$ cat config.mk
export PLATFORM = sky130hd
export DESIGN_NAME = serial_addsub
export DESIGN_NICKNAME = d
export VERILOG_FILES = /design/src/rtl/serial_addsub_pkg.sv /design/src/rtl/serial_addsub_fa.sv /design/src/rtl/serial_addsub.sv
export SDC_FILE = /design/constraint.sdc
export NUM_CORES = 1
export LEC_CHECK = 0
export CAP_MARGIN = 20
export CORE_MARGIN = 2
export CORE_UTILIZATION = 53
export DETAILED_ROUTE_END_ITERATION = 10
export PLACE_DENSITY = 0.8
export SYNTH_ARGS = -nofsm -noshare
export SYNTH_HDL_FRONTEND = slang
export SYNTH_HIERARCHICAL = 1
export SYNTH_SLANG_ARGS = --single-unit
$ cat constraint.sdc
create_clock -name clk -period 3.04 [get_ports clk]
set_input_delay 0.608 -clock clk [delete_from_list [all_inputs] [get_ports clk]]
set_output_delay 0.608 -clock clk [all_outputs]
set_load 0.01 [all_outputs]
$ cat src/rtl/serial_addsub_pkg.sv
// ============================================================================
//  Module   : serial_addsub_pkg
//  Brief    : Shared state encodings and constant helpers for multi-cycle
//             arithmetic blocks.
//  Revision : 1.0 - initial release
// ============================================================================
`default_nettype none

package serial_addsub_pkg;

  typedef enum logic [1:0] {
    IDLE = 2'd0,
    RUN  = 2'd1,
    DONE = 2'd2
  } state_t;

  // Counter width for n steps; never narrower than one bit.
  function automatic int clog2_min1(input int n);
    int r;
    r = 0;
    while ((1 << r) < n) r++;
    return (r < 1) ? 1 : r;
  endfunction

endpackage

`default_nettype wire

$ cat src/rtl/serial_addsub_fa.sv
// ============================================================================
//  Module   : serial_addsub_fa
//  Brief    : Single-bit full adder cell used to build the carry chain.
//  Revision : 1.0 - initial release
// ============================================================================
`default_nettype none

module serial_addsub_fa (
  input  logic a,
  input  logic b,
  input  logic ci,
  output logic s,
  output logic co
);

  logic w_p;

  assign w_p = a ^ b;
  assign s   = w_p ^ ci;
  assign co  = (a & b) | (ci & w_p);

endmodule

`default_nettype wire

$ cat src/rtl/serial_addsub.sv
// ============================================================================
//  Module   : serial_addsub
//  Brief    : Multi-cycle add/subtract, STEP bits per clock, LSB chunk first.
//  Revision : 1.0 - initial release
// ============================================================================
`default_nettype none

module serial_addsub
  import serial_addsub_pkg::*;
#(
  parameter int WIDTH = 8,
  parameter int STEP  = 1
) (
  input  logic             clk,
  input  logic             rst_n,
  input  logic             start,
  input  logic             op,
  input  logic [WIDTH-1:0] a,
  input  logic [WIDTH-1:0] b,
  input  logic             ci,
  output logic             busy,
  output logic             done,
  output logic [WIDTH-1:0] sum,
  output logic             co,
  output logic             ovf
);

  localparam int STEPS = WIDTH / STEP;
  localparam int CW    = clog2_min1(STEPS);

  if (WIDTH < 2 || STEP < 1 || (WIDTH % STEP) != 0) begin : g_param_check
    $error("serial_addsub: WIDTH must be >= 2 and divisible by STEP");
  end

  state_t           r_state;
  state_t           w_state_nxt;
  logic [WIDTH-1:0] r_a;
  logic [WIDTH-1:0] r_b;
  logic [WIDTH-1:0] r_sum;
  logic             r_carry;
  logic             r_co;
  logic             r_ovf;
  logic [CW-1:0]    r_cnt;

  logic [STEP:0]         w_c;
  logic [STEP-1:0]       w_s;
  logic [WIDTH+STEP-1:0] w_sum_cat;
  logic                  w_accept;
  logic                  w_last;

  assign w_c[0] = r_carry;

  for (genvar i = 0; i < STEP; i++) begin : g_chain
    serial_addsub_fa u_fa (
      .a  (r_a[i]),
      .b  (r_b[i]),
      .ci (w_c[i]),
      .s  (w_s[i]),
      .co (w_c[i+1])
    );
  end

  // New chunk enters at the top; the concatenation also covers STEP == WIDTH.
  assign w_sum_cat = {w_s, r_sum};
  assign w_accept  = start && (r_state == IDLE || r_state == DONE);
  assign w_last    = (r_state == RUN) && (r_cnt == CW'(STEPS - 1));

  always_ff @(posedge clk or negedge rst_n) begin
    if (!rst_n) begin
      r_state <= IDLE;
    end else begin
      r_state <= w_state_nxt;
    end
  end

  always_comb begin
    w_state_nxt = r_state;
    case (r_state)
      IDLE:    if (w_accept) w_state_nxt = RUN;
      RUN:     if (w_last)   w_state_nxt = DONE;
      DONE:    w_state_nxt = w_accept ? RUN : IDLE;
      default: w_state_nxt = IDLE;
    endcase
  end

  always_ff @(posedge clk or negedge rst_n) begin
    if (!rst_n) begin
      r_a     <= '0;
      r_b     <= '0;
      r_sum   <= '0;
      r_carry <= 1'b0;
      r_co    <= 1'b0;
      r_ovf   <= 1'b0;
      r_cnt   <= '0;
    end else if (w_accept) begin
      // Subtract is a + ~b + 1, so invert B and force the carry here.
      r_a     <= a;
      r_b     <= op ? ~b : b;
      r_carry <= op ? 1'b1 : ci;
      r_cnt   <= '0;
    end else if (r_state == RUN) begin
      r_a     <= r_a >> STEP;
      r_b     <= r_b >> STEP;
      r_sum   <= w_sum_cat[WIDTH+STEP-1:STEP];
      r_carry <= w_c[STEP];
      r_cnt   <= r_cnt + 1'b1;
      if (w_last) begin
        r_co  <= w_c[STEP];
        r_ovf <= w_c[STEP-1] ^ w_c[STEP];
      end
    end
  end

  assign busy = (r_state == RUN);
  assign done = (r_state == DONE);
  assign sum  = r_sum;
  assign co   = r_co;
  assign ovf  = r_ovf;

endmodule

`default_nettype wire

## After elaboration in Yosys (flattened, before gate mapping)

Cells that the tools add are included.

| operators by class | value |
|---|---|
| add/sub/neg operators | 1 |
| multiply operators | 0 |
| div/mod/pow operators | 0 |
| magnitude comparators | 0 |
| equal/unequal tests | 5 |
| shift-type cells | 0 |
| muxes and demuxes | 14 |
| bitwise operators | 8 |
| reduce and logical (&&, ||, !) cells | 8 |

Operator list:

| cell | number |
|---|---|
| two-way mux 8 bit | 5 |
| inverter 8 bit | 1 |
| two-way mux 3 bit | 2 |
| one-hot mux 2 bit (3 select lines) | 1 |
| two-way mux 1 bit | 4 |
| two-way mux 2 bit | 2 |
| AND reduction 2 bit | 2 |
| adder 3 x 1 -> 3 bit, second input constant | 1 |
| equality test 3 bit, second input constant | 1 |
| AND reduction 3 bit | 1 |
| bitwise XOR 1 bit | 3 |
| bitwise AND 1 bit | 2 |
| equality test 2 x 1 -> 1 bit, second input constant | 1 |
| equality test 2 bit, second input constant | 1 |
| logical AND 1 bit | 2 |
| zero test 2 bit | 1 |
| != test 2 x 1 -> 1 bit, second input constant | 1 |
| != test 2 bit, second input constant | 1 |
| nonzero test 2 bit | 1 |
| logical OR 1 bit | 1 |
| inverter 1 bit | 1 |
| OR 1 bit | 1 |

| word-level totals | value |
|---|---|
| flip-flop bits (word level) | 32 |
| latch bits | 0 |
| RAM bits | 0 |
| ROM bits | 0 |
| input bits | 21 |
| output and inout port bits | 12 |
| memories kept | 0 |

## Logic depth before layout (Yosys ltp)

| logic depth | value |
|---|---|
| depth after elaboration | 5 |
| depth in mapped cells | 7 |
| mapped depth without buffers | 4 |

## Cells and area by module

Netlist, hierarchy kept.

Modules (own cells, without submodules):

| module | times used | cells an instance | area each (um^2) |
|---|---|---|---|
| serial_addsub | 1 | 147 | 1453.9 |
| serial_addsub_fa | 1 | 1 | 20.0 |

## Least setup slack after synthesis

No wires, ideal clock.

| path | value |
|---|---|
| kind | register -> output |
| start | register r_state[1] |
| end | output busy |
| arrival time | 895 ps |
| path slack | 1537 ps |
| stages on the path, launching flop included | 6 |
| buffers on the path | 3 |
| cells stage by stage | dfrtp_1 -> nand2b_1 -> buf_6 -> inv_4 -> buf_12 -> buf_6 |

| between the ends | value |
|---|---|
| cells in the longest elaborated chain, start to end | 1 |

RTL lines:

| item | line | text |
|---|---|---|
| from (decl) | serial_addsub.sv:35 | `state_t r_state;` |
| from (signal assigned) | serial_addsub.sv:72 | `r_state <= w_state_nxt;` |
| equality test 2 x 1 -> 1 bit | serial_addsub.sv:114 | `assign busy = (r_state == RUN);` |
| to (decl) | serial_addsub.sv:21 | `output logic busy,` |

No other way between the ends.

## Worst setup path after layout

Same ends and word-level chain as after synthesis.

==> flow_metrics.py <==
metrics = {
    "drt": {
        "dr_wl_met2_mm": 1.37,
        "first_iter_violations": 42,
        "wire_per_inst_um": 13.3,
        "wirelength_mm": 2.80,
        "top_layer": "met4",
        "drcViolationCount": 0,
        "firstDrtPassIters": 5,
        "ant_nets": 0,
        "vias": 1134,
        "wl_met3_um": 163,
        "viasPerCell": 5.37,
        "wl_met1_mm": 1.22,
    },
    "placed_design": {
        "dp_hpwl_mm": 1.96,
        "portBuffers": 32,
        "gp_congestion": 0.749,
    },
    "hold_path": {
        "min_path_type": "reg2reg",
    },
    "worst_setup_path": {
        "startpoint_type": "flip-flop",
        "critical_path_class": "reg2out",
        "cp_data_arrival_time_ps": 1760,
        "critical_path.cell_chain": "nand2b_1 -> inv_4 -> clkdlybuf4s50_1",
        "max_stage_delay_ps": 600,
        "cp_data_required_time_ps": 2430,
        "cp_num_buf_inv": 2,
        "cp-end-kind": "output pin",
        "crit_family": "buffers and inverters",
        "critPathMaxFanout": 29,
        "slowest_stage": "clkdlybuf4s50_1",
    },
    "layout": {
        "drive_above_1_share_pct": 6.11,
        "area_growth_pct": 23.9,
        "fillCellCount": 216,
        "antennaDiodeCount": 0,
        "nets": 203,
    },
    "global_route": {
        "grt_pass1_wl_mm": 4.60,
        "overflow": 0,
        "grt_pass1_vias": 1102,
        "grtUsageTotal_pct": 18.7,
        "antenna_found_initial": 0,
        "grt_max_degree": 33,
    },
    "synthesis": {
        "synthFlopType": "dfrtp_1",
        "ys_seq_elements": 32,
        "synth-seq-area-share_pct": 54.3,
        "syn_avg_cell_area_um2": 9.96,
        "synth_area_mm2": 0.00147,
        "synth_top_area_share_pct": 54.3,
        "yosys_warnings": 6,
        "post-synth-top-count-cell": "nand2_1",
        "synth_edf_count": 0,
        "synth_area_leaders": "dfrtp_1 (54%), nand2_1 (12%), a31oi_1 (4.2%)",
        "synth_top_cell_by_area": "dfrtp_1",
        "postSynth.asyncResetShare_pct": 100,
        "syn_inst": 148,
        "syn-num-nets": 172,
        "ys_types": 25,
        "ys_top_cells_by_count": "nand2_1 (46), dfrtp_1 (32), nor2_1 (14), a31oi_1 (10), xor2_1 (6)",
    },
    "cts": {
        "cts_htree_levels": 2,
        "cts_tree": "done",
        "path_clk_slew_ps": 100,
        "clock_sinks": 32,
        "cts_resized": 0,
        "hold_buffers": 0,
        "clk_latency_ps": 330,
        "cts_max_path_buffers": 2,
        "post_cts_buffers": 0,
        "cts-buffers-inserted": 5,
        "root_buffer": "clkbuf_4",
    },
    "power": {
        "power.total_mw": 1.80,
        "worst_ir_drop_vdd_mv": 0.660,
        "power.leakage_nw": 0.836,
        "power.density_mw_per_mm2": 983,
    },
    "die": {
        "dieArea_mm2": 0.00322,
        "io_pins": 33,
        "die_w_um": 56.7,
        "rows": 19,
        "core_area_mm2": 0.00269,
        "die_y_um": 56.7,
        "start_util_pct": 54.9,
    },
    "sta": {
        "rsz0062_at_grt": "no",
        "clock_skew_ps": 10.8,
        "tightest_slew_ps": 898,
        "finalSetupTns_ps": 0,
        "finalHoldViolCount": 0,
        "min_period_ps": 2370,
        "max_freq_ghz": 0.422,
        "fin_crit_sh_pct": 77.9,
        "slew_viol_final": 0,
        "slew_headroom_pct": 40.1,
        "setup_viol": 0,
    },
    "run_status": {
        "status": "finished, final reports clean",
    },
    "run": {
        "cap_violations": 0,
    },
}
[power by group]
group / internal (mW) / switching [mW] / total [mW]
logic: 0.381 / 0.412 / 0.794
registers: 0.628 / 0.125 / 0.753
clock network: 0.114 / 0.134 / 0.248
total: 1.12 / 0.672 / 1.80
[stage by stage]
step                util (%)  hold WS, ps  cells  setup slack (ps)  instance area, um2
CTS                     68.0          485    211               657                1830
detailed placement      65.8          462    203               781                1770
global placement        65.8          463    203               896                1770
floorplan                  -          312    148              1540                1470
finish                  68.0          480    211               672                1830
global route            68.0          495    211               596                1830
[placed cells by master (no fill, tap or decap), types with 3 or more instances in the layout]
cell,count
a221o_1,3
a22o_1,4
a31oi_1,10
clkbuf_4,5
clkdlybuf4s50_1,32
dfrtp_1,32
nand2_1,46
nand3_1,3
nor2_1,14
xnor2_1,3
xor2_1,6
[logic make-up after synthesis]
kind of cell             count (synthesis)  share of synthesized area (%)
flip-flops                              32                           54.3
buffers and inverters                   11                           5.94
XOR/XNOR                                 9                           5.35
AND/OR/NAND/NOR                         69                           19.3
adder cells (fa/ha/maj)                  3                           3.06
AO/OA/AOI/OAI                           23                           11.0
multiplexers                             1                           1.02
[state kept, by name, summed over array words and instances, names as in the netlist]
| signal | flops |
|---|---|
| co | 1 |
| r_cnt | 3 |
| sum | 8 |
| r_carry | 1 |
| r_a | 8 |
| ovf | 1 |
| r_state | 2 |
| r_b | 8 |
[metal layers]
metal | GRT usage, % | vias up
li1 | - | 550
met5 | 0 | -
met4 | 8.97 | 0
met3 | 4.38 | 6
met2 | 32.9 | 37
met1 | 21.3 | 541
[path summary, 6_finish.rpt]
check	startpoint	to	slack [ps]	cells after the start
min	sum[0]	sum[0]	480	2
min reg2reg	sum[0]	sum[0]	480	2
max in group asynchronous	rst_n	r_b[6]	2090	2
max reg2reg	r_state[0]	r_b[3]	1360	3
max	r_state[1]	busy	670	3
min in group asynchronous	rst_n	r_state[1]	660	2
[worst register-to-register path, stage by stage (launching register included)]
cell and delay, ps:
dfrtp_1 410, nand2b_1 720, nor2_1 140, a221o_1 300
[layout make-up]
class	instances	area (um2)	area share, %
Tap cell	31	38.8	2.12
Clock buffer	8	58.8	3.22
Timing Repair Buffer	34	335	18.4
Inverter	1	6.26	0.343
Multi-Input combinational cell	105	586	32.1
Sequential cell	32	801	43.9
No activity file was read; power rests on OpenSTA's default activity.
==> variant 1: new RTL, same flow settings <==
Encoding of `state_t`: now one-hot (3 bits for 3 states).
--- a/src/rtl/serial_addsub_pkg.sv
+++ b/src/rtl/serial_addsub_pkg.sv
@@ -10,6 +10,6 @@
 
-  typedef enum logic [1:0] {
-    IDLE = 2'd0,
-    RUN  = 2'd1,
-    DONE = 2'd2
+  typedef enum logic [2:0] {
+    IDLE = 3'b001,
+    RUN  = 3'b010,
+    DONE = 3'b100
   } state_t;
Formal check against the unedited RTL: same outputs for any inputs over 10 cycles, from zero or initial values and one cycle with rst_n low; not proved beyond that.
==> variant 1 against the original RTL <==
- cell area increased by 6.7%
- critical path depth unchanged
- worst setup slack got worse by 0.0024 ns
- routed wire length increased by 2.5%
- first-iteration DRC count decreased by 43%
- sequential share of layout area decreased by 1.4 points
- clock skew increased by 0.0028 ns
- total power decreased by 7.3%
- area after synthesis increased by 4.5%
- core utilization increased by 2.7 points
- sequential cell count increased by 1
- highest routed layer unchanged
==> variant 1: results (changes against the original RTL) <==
hold_path_depth: 2  # unchanged
min_to: "sum[0]"
viasPerCell: 5.26  # -2.1%
cts_buffers: 5  # unchanged
clockRootBuffer: "clkbuf_4"
setup_viol: 0  # unchanged
critPathMaxStageDelay_ns: 0.54  # -0.06 ns
grt_pass1_wl_um: 4950  # +7.5%
worstHoldStart: "sum[0]"
yosysWarnings: 6  # unchanged
leakage_nw: 0.921  # +10%
hold_ws_ns: 0.484  # +0.00454 ns
drtPass1Iterations: 4  # -1
place_ws_ns: 0.790  # +0.00897 ns
gp_congestion: 0.744  # -0.64%
r2r_start: "r_state[2]"
reg2reg_to: "co"
vdd_drop_max_mv: 0.589  # -11%
status: "finished clean"
synth_edf_count: 0  # unchanged
nets: 193  # -4.9%
synth_area_leaders: "dfrtp_1 52%, mux2_2 7.3%, nand2_1 7.3%"
clk_latency_ns: 0.33  # about the same
ys_async_sr_fraction_pct: 100  # unchanged
clockBufferDepth: 2  # unchanged
antenna_found_initial: 0  # unchanged
cts_resized: 0  # unchanged
hold_path.class: "reg2reg"
slew_headroom_pct: 67.7  # +28 points
cp_data_arrival_time_ns: 1.76  # about the same
dp_hpwl_um: 1980  # +1.1%
drive_above_1_share_pct: 14.1  # +8.0 points
clkTransAtPathRegs_ns: 0.09
antennaDiodeCount: 0  # unchanged
htreeDepth: 2  # unchanged
first_iter_violations: 24  # -43%
worst_r2r_path_depth: 5  # +2
worst-path-max-fanout: 3  # -90%
synth_seq_area_share_pct: 53.7  # -0.63 points
wl_per_cell_um: 14.3  # +7.6%
grt_max_degree: 34  # +3.0%
ys_types: 25  # unchanged
finalClockSkew_ns: 0.0136  # +0.00279 ns
cts_setup_buffers: 0  # unchanged
grt_use_total_pct: 19.8  # +1.0 points
io_buffers: 32  # unchanged
r2r_slack_ns: 1.24  # -0.12 ns
synth_common_cells: "32 x dfrtp_1, 30 x nand2_1, 10 x mux2_2, 10 x mux2i_1, 7 x and2_1"
grt_pass1_vias: 1102  # unchanged
syn_nets: 158  # -8.1%
variant 1: per-stage QoR:
stage	cell area [µm²]	cells
final	1950	201
after global routing	1950	201
after CTS	1950	201
after detailed placement	1880	193
after global placement	1880	193
after floorplan	1540	134
variant 1: layer usage:
| layer | global-route usage (%) | vias up | part of all wire (%) |
|---|---|---|---|
| li1 | - | 515 | - |
| met3 | 5.80 | 5 | 5.1 |
| met2 | 30.0 | 28 | 47 |
| met4 | 8.97 | 0 | 1.5 |
| met1 | 26.4 | 510 | 46 |
| met5 | 0 | - | 0 |
variant 1: area by class of cell:
cell class | instances | area (µm²)
clock buffer | 7 | 65.1
clock inverter | 1 | 5.00
fill | 223 | 810
inverter | 1 | 3.75
multi-input combinational | 92 | 658
sequential | 33 | 827
tap | 31 | 38.8
timing repair buffer | 36 | 350
variant 1: cells by family after synthesis:
family          after synthesis  share of synthesized area, %
mux                          21                          14.8
buf+inv                       9                          3.57
compound gates               13                          6.01
fa+ha+maj                     3                          2.92
xor+xnor                     11                          6.25
simple gates                 44                          12.8
flops                        33                          53.7
variant 1: where the power goes:
group	internal, mW	switching [mW]
combinational	0.360	0.283
clock	0.134	0.147
sequential	0.625	0.114
variant 1: worst reg2reg max path, delay by kind of cell (launching register included):
| family | cells | cell delay (ns) |
|---|---|---|
| buf+inv | 2 | 0.33 |
| flops | 1 | 0.41 |
| mux | 1 | 0.35 |
| simple gates | 2 | 0.62 |
variant 1: worst max path at each step:
stage	end	slack (ns)	depth (start not counted)
2_1_floorplan	busy	1.16	5
3_3_place_gp	r_b[4]	0.89	5
3_5_place_dp	r_b[4]	0.79	5
4_1_cts	busy	0.66	3
5_1_grt	busy	0.60	3
6_report	busy	0.67	3
==> variant 2: new RTL, same settings <==
Made on the original files. `WIDTH`: 8 -> 10.
--- a/src/rtl/serial_addsub.sv
+++ b/src/rtl/serial_addsub.sv
@@ -10,3 +10,3 @@
 #(
-  parameter int WIDTH = 8,
+  parameter int WIDTH = 10,
   parameter int STEP  = 1
Interface: changed (resized a, b and sum); port bits go from 33 to 39. The function was not compared with the original's and may differ.
==> variant 2 against the original RTL <==
- highest routed layer unchanged
- area after synthesis increased by 22%
- worst setup slack got worse by 0.086 ns
- cell area increased by 22%
- sequential cell count increased by 7
- core utilization increased by 0.083 points
- total power increased by 14%
- via count increased by 23%
- clock skew decreased by 0.0019 ns
- routed wire length increased by 21%
- sequential share of layout area decreased by 0.19 points
==> variant 2: results (changes against the original RTL) <==
gp_congestion: 0.742  # -0.96%
wl_met1_um: 1600  # +31%
route.met2.wl_um: 1600  # +17%
viasPerCell: 5.03  # -6.4%
dp.cells: 269  # +33%
nets: 258  # +27%
dp_hpwl_um: 2220  # +13%
fp-row-count: 21  # +2
wl_um: 3380  # +21%
hold_ws_ns: 0.363  # -0.117 ns
clkCellAreaFrac_pct: 2.24  # -0.98 points
grt_pass1_vias: 1373  # +25%
status: "finished clean"
worst_r2r_path_depth: 4  # +1
dpl_cell_area_um2: 2180  # +24%
slew_headroom_pct: 45.5  # +5.4 points
synthAdderAreaFrac_pct: 2.51  # -0.55 points
bufAreaShareNonClock_pct: 17.8  # -0.56 points
switching_share_pct: 38.4  # +0.97 points
reg2reg_to: "r_b[2]"
n_fill_cell: 288  # +33%
vdd_drop_max_mv: 0.693  # +5.0%
hold_path.class: "in2async"
leakage_nw: 1.02  # +22%
inverters: 2  # +1
drive_above_1_share_pct: 6.06  # -0.051 points
clkbuf_count: 7  # -1
## variant 2: layer usage
metal  vias up  track usage [%]
li1        704                -
met1       657             24.9
met2        27             31.8
met3         5             4.17
met4         0             8.33
met5         -                0
## variant 2: worst max path at each step
stage                     startpoint     end  cells past startpoint
after floorplan           r_state[1]    busy                      4
after global placement         start  r_b[2]                      5
after detailed placement       start  r_b[2]                      5
after CTS                 r_state[1]    busy                      3
after global routing      r_state[1]    busy                      3
final                     r_state[1]    busy                      3
## variant 2: power groups by stage
stage | Sequential (mW) | Clock [mW] | Combinational, mW
floorplan | 0.933 | 0 | 0.584
global placement | 0.925 | 0 | 0.871
detailed placement | 0.932 | 0 | 0.890
CTS | 0.923 | 0.253 | 0.894
global route | 0.953 | 0.277 | 1.00
finish | 0.922 | 0.243 | 0.883
